<file path="src/rtl/if_stage_if.sv">
// Fetch-stage bus bundle: imem req/ack port, decode-side stall, execute-side
// redirect and the IF/ID output register. master = if_stage, slave = environment.
interface if_stage_if;
  localparam int unsigned XLEN = 32;

  logic            imem_req_o;
  logic [XLEN-1:0] imem_addr_o;
  logic            imem_ack_i;
  logic [XLEN-1:0] imem_rdata_i;
  logic            stall_i;
  logic            redirect_i;
  logic [XLEN-1:0] redirect_pc_i;
  logic [XLEN-1:0] ins_o;
  logic [XLEN-1:0] pc_o;
  logic            valid_o;
  logic            misalign_o;

  modport master (
    output imem_req_o, imem_addr_o, ins_o, pc_o, valid_o, misalign_o,
    input  imem_ack_i, imem_rdata_i, stall_i, redirect_i, redirect_pc_i
  );

  modport slave (
    input  imem_req_o, imem_addr_o, ins_o, pc_o, valid_o, misalign_o,
    output imem_ack_i, imem_rdata_i, stall_i, redirect_i, redirect_pc_i
  );
endinterface

</file>
<file path="src/rtl/if_stage.sv">
// RV32I instruction fetch stage: PC, imem req/ack fetch, IF/ID register, stall and redirect.
// Optional macro IF_MISALIGN_CHECK_EN: misaligned redirect sets sticky misalign_o and halts.
module if_stage #(
  parameter logic [31:0] RESET_PC = 32'h0000_0000
) (
  input  logic       clk,
  input  logic       rst,
  if_stage_if.master bus
);
  localparam int unsigned XLEN = 32;
  localparam logic [XLEN-1:0] PC_STEP = XLEN'(4);

  typedef enum logic [1:0] {
    S_FETCH = 2'd0,
    S_HOLD  = 2'd1,
    S_DRAIN = 2'd2
`ifdef IF_MISALIGN_CHECK_EN
    , S_HALT = 2'd3
`endif
  } state_t;

  state_t          state_q, state_d;
  state_t          resume_state;
  logic [XLEN-1:0] fetch_pc_q, fetch_pc_d;
  logic [XLEN-1:0] target_q, target_d;
  logic [XLEN-1:0] hbuf_ins_q, hbuf_ins_d;
  logic [XLEN-1:0] hbuf_pc_q, hbuf_pc_d;
  logic [XLEN-1:0] ins_q, ins_d;
  logic [XLEN-1:0] pc_q, pc_d;
  logic            valid_q, valid_d;
  logic [XLEN-1:0] redir_pc;

`ifdef IF_MISALIGN_CHECK_EN
  logic misalign_q, misalign_d;
  logic redir_bad;

  assign redir_pc  = bus.redirect_pc_i;
  assign redir_bad = bus.redirect_i && (bus.redirect_pc_i[1:0] != 2'b00);
  assign misalign_d = misalign_q | redir_bad;
  // Once the flag is set every exit from a transaction lands in HALT.
  assign resume_state = misalign_d ? S_HALT : S_FETCH;
  assign bus.misalign_o = misalign_q;
`else
  logic unused_redir_lsb;

  assign redir_pc         = {bus.redirect_pc_i[XLEN-1:2], 2'b00};
  assign unused_redir_lsb = ^bus.redirect_pc_i[1:0];
  assign resume_state     = S_FETCH;
  assign bus.misalign_o   = 1'b0;
`endif

  // Request is a pure function of state so the address stays put until ack.
  assign bus.imem_req_o  = ((state_q == S_FETCH) || (state_q == S_DRAIN)) && !rst;
  assign bus.imem_addr_o = fetch_pc_q;
  assign bus.ins_o       = ins_q;
  assign bus.pc_o        = pc_q;
  assign bus.valid_o     = valid_q;

  // Next-state and next-register logic.
  always_comb begin
    state_d    = state_q;
    fetch_pc_d = fetch_pc_q;
    target_d   = target_q;
    hbuf_ins_d = hbuf_ins_q;
    hbuf_pc_d  = hbuf_pc_q;
    ins_d      = ins_q;
    pc_d       = pc_q;
    valid_d    = valid_q;

    if (bus.redirect_i) begin
      ins_d      = '0;
      pc_d       = '0;
      valid_d    = 1'b0;
      hbuf_ins_d = '0;
      hbuf_pc_d  = '0;
    end

    case (state_q)
      S_FETCH: begin
        if (bus.redirect_i) begin
          if (bus.imem_ack_i) begin
            fetch_pc_d = redir_pc;
            state_d    = resume_state;
          end else begin
            target_d = redir_pc;
            state_d  = S_DRAIN;
          end
        end else if (bus.imem_ack_i) begin
          fetch_pc_d = fetch_pc_q + PC_STEP;
          if (bus.stall_i && valid_q) begin
            hbuf_ins_d = bus.imem_rdata_i;
            hbuf_pc_d  = fetch_pc_q;
            state_d    = S_HOLD;
          end else begin
            ins_d   = bus.imem_rdata_i;
            pc_d    = fetch_pc_q;
            valid_d = 1'b1;
          end
        end else if (!bus.stall_i) begin
          ins_d   = '0;
          pc_d    = '0;
          valid_d = 1'b0;
        end
      end

      S_HOLD: begin
        if (bus.redirect_i) begin
          fetch_pc_d = redir_pc;
          state_d    = resume_state;
        end else if (!bus.stall_i) begin
          ins_d   = hbuf_ins_q;
          pc_d    = hbuf_pc_q;
          valid_d = 1'b1;
          state_d = S_FETCH;
        end
      end

      S_DRAIN: begin
        ins_d   = '0;
        pc_d    = '0;
        valid_d = 1'b0;
        if (bus.redirect_i) begin
          target_d = redir_pc;
        end
        if (bus.imem_ack_i) begin
          fetch_pc_d = bus.redirect_i ? redir_pc : target_q;
          state_d    = resume_state;
        end
      end

      default: begin
        ins_d   = '0;
        pc_d    = '0;
        valid_d = 1'b0;
      end
    endcase
  end

  // State and datapath registers.
  always_ff @(posedge clk or posedge rst) begin
    if (rst) begin
      state_q    <= S_FETCH;
      fetch_pc_q <= RESET_PC;
      target_q   <= '0;
      hbuf_ins_q <= '0;
      hbuf_pc_q  <= '0;
      ins_q      <= '0;
      pc_q       <= '0;
      valid_q    <= 1'b0;
    end else begin
      state_q    <= state_d;
      fetch_pc_q <= fetch_pc_d;
      target_q   <= target_d;
      hbuf_ins_q <= hbuf_ins_d;
      hbuf_pc_q  <= hbuf_pc_d;
      ins_q      <= ins_d;
      pc_q       <= pc_d;
      valid_q    <= valid_d;
    end
  end

`ifdef IF_MISALIGN_CHECK_EN
  always_ff @(posedge clk or posedge rst) begin
    if (rst) begin
      misalign_q <= 1'b0;
    end else begin
      misalign_q <= misalign_d;
    end
  end
`endif

endmodule

</file>
<file path="src/flat_wrapper.sv">
// flat-port wrapper written by rule: the top's interface ports become plain ports
module if_stage_flat 
#(
  parameter logic [31:0] RESET_PC = 32'h0000_0000
)
  (clk, rst, bus_imem_req_o, bus_imem_addr_o, bus_ins_o, bus_pc_o, bus_valid_o, bus_misalign_o, bus_imem_ack_i, bus_imem_rdata_i, bus_stall_i, bus_redirect_i, bus_redirect_pc_i);
  if_stage_if bus_i ();
  input  logic clk;
  input  logic rst;
  output wire logic [$bits(bus_i.imem_req_o)-1:0] bus_imem_req_o;
  output wire logic [$bits(bus_i.imem_addr_o)-1:0] bus_imem_addr_o;
  output wire logic [$bits(bus_i.ins_o)-1:0] bus_ins_o;
  output wire logic [$bits(bus_i.pc_o)-1:0] bus_pc_o;
  output wire logic [$bits(bus_i.valid_o)-1:0] bus_valid_o;
  output wire logic [$bits(bus_i.misalign_o)-1:0] bus_misalign_o;
  input wire logic [$bits(bus_i.imem_ack_i)-1:0] bus_imem_ack_i;
  input wire logic [$bits(bus_i.imem_rdata_i)-1:0] bus_imem_rdata_i;
  input wire logic [$bits(bus_i.stall_i)-1:0] bus_stall_i;
  input wire logic [$bits(bus_i.redirect_i)-1:0] bus_redirect_i;
  input wire logic [$bits(bus_i.redirect_pc_i)-1:0] bus_redirect_pc_i;
  assign bus_imem_req_o = bus_i.imem_req_o;
  assign bus_imem_addr_o = bus_i.imem_addr_o;
  assign bus_ins_o = bus_i.ins_o;
  assign bus_pc_o = bus_i.pc_o;
  assign bus_valid_o = bus_i.valid_o;
  assign bus_misalign_o = bus_i.misalign_o;
  assign bus_i.imem_ack_i = bus_imem_ack_i;
  assign bus_i.imem_rdata_i = bus_imem_rdata_i;
  assign bus_i.stall_i = bus_stall_i;
  assign bus_i.redirect_i = bus_redirect_i;
  assign bus_i.redirect_pc_i = bus_redirect_pc_i;
  if_stage #(.RESET_PC(RESET_PC)) u_core (.clk(clk), .rst(rst), .bus(bus_i));
endmodule
</file>
<file path="config.mk">
export PLATFORM = sky130hd
export DESIGN_NAME = if_stage_flat
export DESIGN_NICKNAME = d
export VERILOG_FILES = /design/src/rtl/if_stage_if.sv /design/src/rtl/if_stage.sv /design/src/flat_wrapper.sv
export SDC_FILE = /design/constraint.sdc
export NUM_CORES = 1
export LEC_CHECK = 0
export CAP_MARGIN = 25
export CORE_MARGIN = 4
export CORE_UTILIZATION = 40
export DETAILED_ROUTE_END_ITERATION = 10
export HOLD_SLACK_MARGIN = 0.02
export PLACE_DENSITY_LB_ADDON = 0.2
export SLEW_MARGIN = 10
export SYNTH_ARGS = -nofsm -noshare
export SYNTH_HDL_FRONTEND = slang
export SYNTH_SLANG_ARGS = --single-unit
</file>
<file path="constraint.sdc">
create_clock -name clk -period 5.95 [get_ports clk]
set_input_delay 0.8925 -clock clk [delete_from_list [all_inputs] [get_ports clk]]
set_output_delay 0.8925 -clock clk [all_outputs]
set_load 0.01 [all_outputs]
</file>
# [Yosys cells after proc, flatten, opt, wreduce, memory -nomap -nowiden]
# Cells that the tools add are included.
[totals] reg_bits=195 latch_bits=0 ram_bits=0 romBits=0 in_bits=69 out_inout_bits=99 elab_cells=81 memories=0
[op_classes] n_addsub=1 mul=0 n_div=0 n_lt_le_gt_ge=0 eq_ne=10 n_shift=0 mux=52 n_bitwise=0 reduce_logical=10
[ops] cell="32-bit 2-to-1 mux" count=32
[ops] cell="32-bit case mux with 2 select lines" count=3
[ops] cell="32-bit case mux with 3 select lines" count=1
[ops] cell="32-bit by 3-bit adder with 32-bit output, second input constant" count=1
[ops] cell="2-bit 2-to-1 mux" count=7
[ops] cell="2-bit inequality test, second input constant" count=5
[ops] cell="3-bit inequality test, second input constant" count=3
[ops] cell="1-bit 2-to-1 mux" count=7
[ops] cell="2-bit case mux with 3 select lines" count=1
[ops] cell="5-bit AND reduction" count=1
[ops] cell="4-bit AND reduction" count=1
[ops] cell="3-bit AND reduction" count=1
[ops] cell="3-bit nonzero test" count=1
[ops] cell="2-bit by 1-bit equality test with 1-bit output, second input constant" count=1
[ops] cell="2-bit equality test, second input constant" count=1
[ops] cell="1-bit logical AND" count=2
[ops] cell="2-bit zero test" count=1
[ops] cell="1-bit case mux with 2 select lines" count=1
[ops] cell="2-bit nonzero test" count=1
[ops] cell="1-bit zero test" count=1
[ops] cell="1-bit logical OR" count=1

# [Depth between registers and ports, before layout]
[logic_depth] word_depth=5 mapped_depth=9 mapped_depth_nobuf=7

# [Worst setup path before layout]
# Ideal clock, no wire load.
[synth_path] path_type="flip-flop to output port" from="register u_core.state_q[0]" to="output bus_imem_req_o" arrival_time_ns=1.344 required_time_ns=5.058 setup_slack_ns=3.713 path_stages_with_launch=7 n_path_buf=2 path_cell_list="dfrtp_1 inv_1 ha_1 clkbuf_1 clkbuf_1 nor2_1 nor2_1"
[synth_between] elab_chain_cells=3 elab_cells_between_ends=4 classes_between="eq/ne: 1; reduce/logical: 3"
[synth_lines] item="start: declaration" line_no="if_stage.sv:22" rtl="state_t state_q, state_d;"
[synth_lines] item="start signal: assignment" line_no="if_stage.sv:151" rtl="state_q <= state_d;"
[synth_lines] item="2-bit equality test / 2-bit zero test (equally long branches)" line_no="if_stage.sv:53" rtl="assign bus.imem_req_o = ((state_q == S_FETCH) || (state_q == S_DRAIN)) && !rst;"
[synth_lines] item="1-bit logical OR *" line_no="if_stage.sv:53"
[synth_lines] item="1-bit logical AND *" line_no="if_stage.sv:53"
[synth_lines] item="end: declaration" line_no="flat_wrapper.sv:10" rtl="output wire logic [$bits(bus_i.imem_req_o)-1:0] bus_imem_req_o;"
# Every way passes the cells marked *; elsewhere a longest branch is shown, timed or not.

# [Final worst setup path]
[layout_path] from="input bus_redirect_i" to="register u_core.state_q[1]"
[layout_between] elab_chain_cells=2 elab_cells_between_ends=7 classes_between="eq/ne: 3; mux: 3; reduce/logical: 1"
[layout_lines] item="start: declaration" line_no="flat_wrapper.sv:19" rtl="input wire logic [$bits(bus_i.redirect_i)-1:0] bus_redirect_i;"
[layout_lines] item="3-bit inequality test (no line) (tied with other cells)"
[layout_lines] item="5-bit AND reduction (no line) / 2-bit case mux with 3 select lines (equally long branches)"
# Parallel ways exist; a longest one is shown, timed or not.
# A chain may end at the register's enable or synchronous reset.

==> run metrics <==
status finished, final reports clean; async set-reset flop share out of synthesis 100%; CP max FO 65; Power Density 409 mW/mm^2; synthesized net count 931; RSZ-0062 raised after global routing no; share of post-route cells with drive strength above 1 9.44%; maximum clock frequency 0.298 GHz; IO buf count 164; fin. max-slew vios 0; setup violators final 0; vias per inst between 6 and 7; total track usage 21.4%; Area growth syn-to-layout 26.3%; Top Ports 168; register area share after synthesis 52.0%; Final nets ~1000; worst-margin pin slew 0.930 ns; First DRT Iteration DRCs 901; DRT antenna net count 0; Top FF cell, synth dfrtp_1; Crit Path Class primary input to flop; MaxCap Viol Count 0; Worst Hold Class flop to flop; Die X 161 um; Seq cells post-synth roughly 200; H-tree levels 4; Reg2Reg Setup Slack between 3 and 4 ns; Finished Layout Cells 1298; Worst Skew about 0.012 ns; initial core utilization 41.1%; crit share post-route about 56%; Clk Latency, worst-skew pair 0.43 ns; Syn. warnings 0; Clock Path Buffers 2; pin count of the biggest net entering global routing 159; first-pass detailed-route iteration total 7; CTS Root Cell clkbuf_16; Die Footprint about 0.026 mm^2; # hold bufs at CTS 0; crit end category flop; Critical Path AT between 3 and 4 ns; TritonCTS clock tree done; final setup TNS 0 ns; worst vdd ir 262 uV; cell count after synthesis 857; total core area 0.0228 mm^2; setup bufs post-CTS 0; cell row count 55; via count 7858; Post-Route WL 28.2 mm; Antenna diodes 0; initial antenna violation count 0; HPWL reported at the end of detailed placement 16.9 mm; die height 161 um; post_cts resized 0; gpl congestion 0.778; area of the mapped netlist 0.00939 mm^2; Cells after DPL 1268; CTS buffer count 17; DRC 0; mean area per synthesized cell 11.0 um^2; Post-synth EDFFs 0; Worst setup SP type primary input; GR Overflow Total 0; CP Data Required Time 6.29 ns; Yosys cell types 56; post-route minimum period 3.36 ns; Rel. slew slack roughly 36%; Fin. Hold Viols 0; wire per inst roughly 22 um; first-pass GRT wire length 45.0 mm; vias in the first global route 7868; Lkg Pwr roughly 5 nW; clock-pin slew on the worst setup and hold paths 0.07 ns; Clock Sink Count 195
power breakdown:
| group | internal (W) | switching (W) |
|---|---|---|
| combinational | 0.000795 | 0.000917 |
| clock | 0.000612 | 0.000514 |
| sequential | 0.00161 | 0.000405 |
synth_stat cells, types with 4 or more instances:
library cell	n	area (um^2)
dfrtp_1	195	4880
a22o_1	73	639
a22oi_1	72	541
o22ai_1	68	425
clkbuf_1	66	248
mux2i_1	66	661
nand2_1	41	154
o21ai_0	34	170
nor2_1	31	116
mux2_2	30	338
a21oi_1	29	145
nand4_1	13	81.3
inv_1	11	41.3
a222oi_1	10	100
and3_1	9	56.3
nand3_1	9	45.0
buf_1	8	30.0
a31oi_1	7	43.8
buf_2	6	30.0
a21o_1	5	37.5
ha_1	5	62.6
nor2b_1	5	31.3
nor3_1	5	25.0
o21ai_1	5	25.0
o22a_1	5	43.8
a221oi_1	4	35.0
and4_1	4	35.0
registers in the layout (all words and copies together), names as in the netlist:
register / cells
u_core.bus.imem_addr_o: 32
u_core.bus.ins_o: 32
u_core.bus.pc_o: 32
u_core.bus.valid_o: 1
u_core.hbuf_ins_q: 32
u_core.hbuf_pc_q: 32
u_core.state_q: 2
u_core.target_q: 32
routing by layer:
layer	global-route usage (%)	wire, um	up-vias
met5	0	0	-
met1	31.0	13400	4047
li1	-	-	3555
met2	33.0	13000	241
met4	4.89	254	0
met3	4.62	1480	15
kinds of logic after synthesis:
kind of cell	Yosys count	share of synthesized area, %
AND/OR/NAND/NOR	138	7.83
adder cells (fa/ha/maj)	5	0.666
multiplexers	96	10.6
other	1	0.0399
flip-flops	195	52.0
buffers and inverters	93	3.84
AO/OA/AOI/OAI	329	25.0
path summary, 6_finish.rpt:
kind / startpoint / to / depth (start not counted)
worst max-delay path: bus_redirect_i / u_core.state_q[1] / 8
worst max register to register: u_core.state_q[1] / u_core.state_q[1] / 8
worst min-delay path: u_core.target_q[1] / u_core.target_q[1] / 1
worst min register to register: u_core.target_q[1] / u_core.target_q[1] / 1
min in group asynchronous: rst / u_core.hbuf_pc_q[25] / 2
max in group asynchronous: rst / u_core.bus.imem_addr_o[30] / 3
layout by cell type (no fill, tap or decap), drive strengths merged, types with 9 or more instances in the layout:
| master | n |
|---|---|
| clkbuf | 20 |
| o21ai | 39 |
| nand3 | 9 |
| nand2 | 41 |
| a22o | 73 |
| nand4 | 14 |
| and3 | 9 |
| nor2 | 32 |
| a222oi | 10 |
| inv | 14 |
| a21oi | 29 |
| o22ai | 68 |
| buf | 17 |
| clkdlybuf4s50 | 163 |
| mux2i | 66 |
| a22oi | 72 |
| mux2 | 30 |
| dfrtp | 195 |
stage by stage:
stage | total power, W | cell area (um^2) | hold slack (ns) | utilization (%) | setup slack, ns
3_5_place_dp | 0.00373 | 11300 | 0.476 | 49.4 | 2.21
3_3_place_gp | 0.00370 | 11300 | 0.469 | 49.3 | 2.20
2_1_floorplan | 0.00294 | 9400 | 0.453 | - | 2.54
5_1_grt | 0.00514 | 11900 | 0.509 | 51.9 | 2.44
4_1_cts | 0.00486 | 11900 | 0.491 | 51.9 | 2.66
6_report | 0.00485 | 11900 | 0.493 | 51.9 | 2.59
critical path, stage by stage:
cell and delay (ns):
clkdlybuf4s50_1 0.45, buf_4 0.32, nand2b_2 0.22, buf_4 0.66
a21oi_1 0.09, a2111oi_0 0.81, nand3_1 0.14, o21ai_0 0.11
layout make-up:
| type | instances | area, um^2 |
|---|---|---|
| clock buffer | 20 | 467 |
| inverter | 12 | 48.8 |
| multi-input combinational | 569 | 4200 |
| fill | 2061 | 11000 |
| timing repair buffer | 180 | 1780 |
| sequential | 195 | 4880 |
| clock inverter | 9 | 98.8 |
| tap | 313 | 392 |
(Power assumes the default switching activity.)
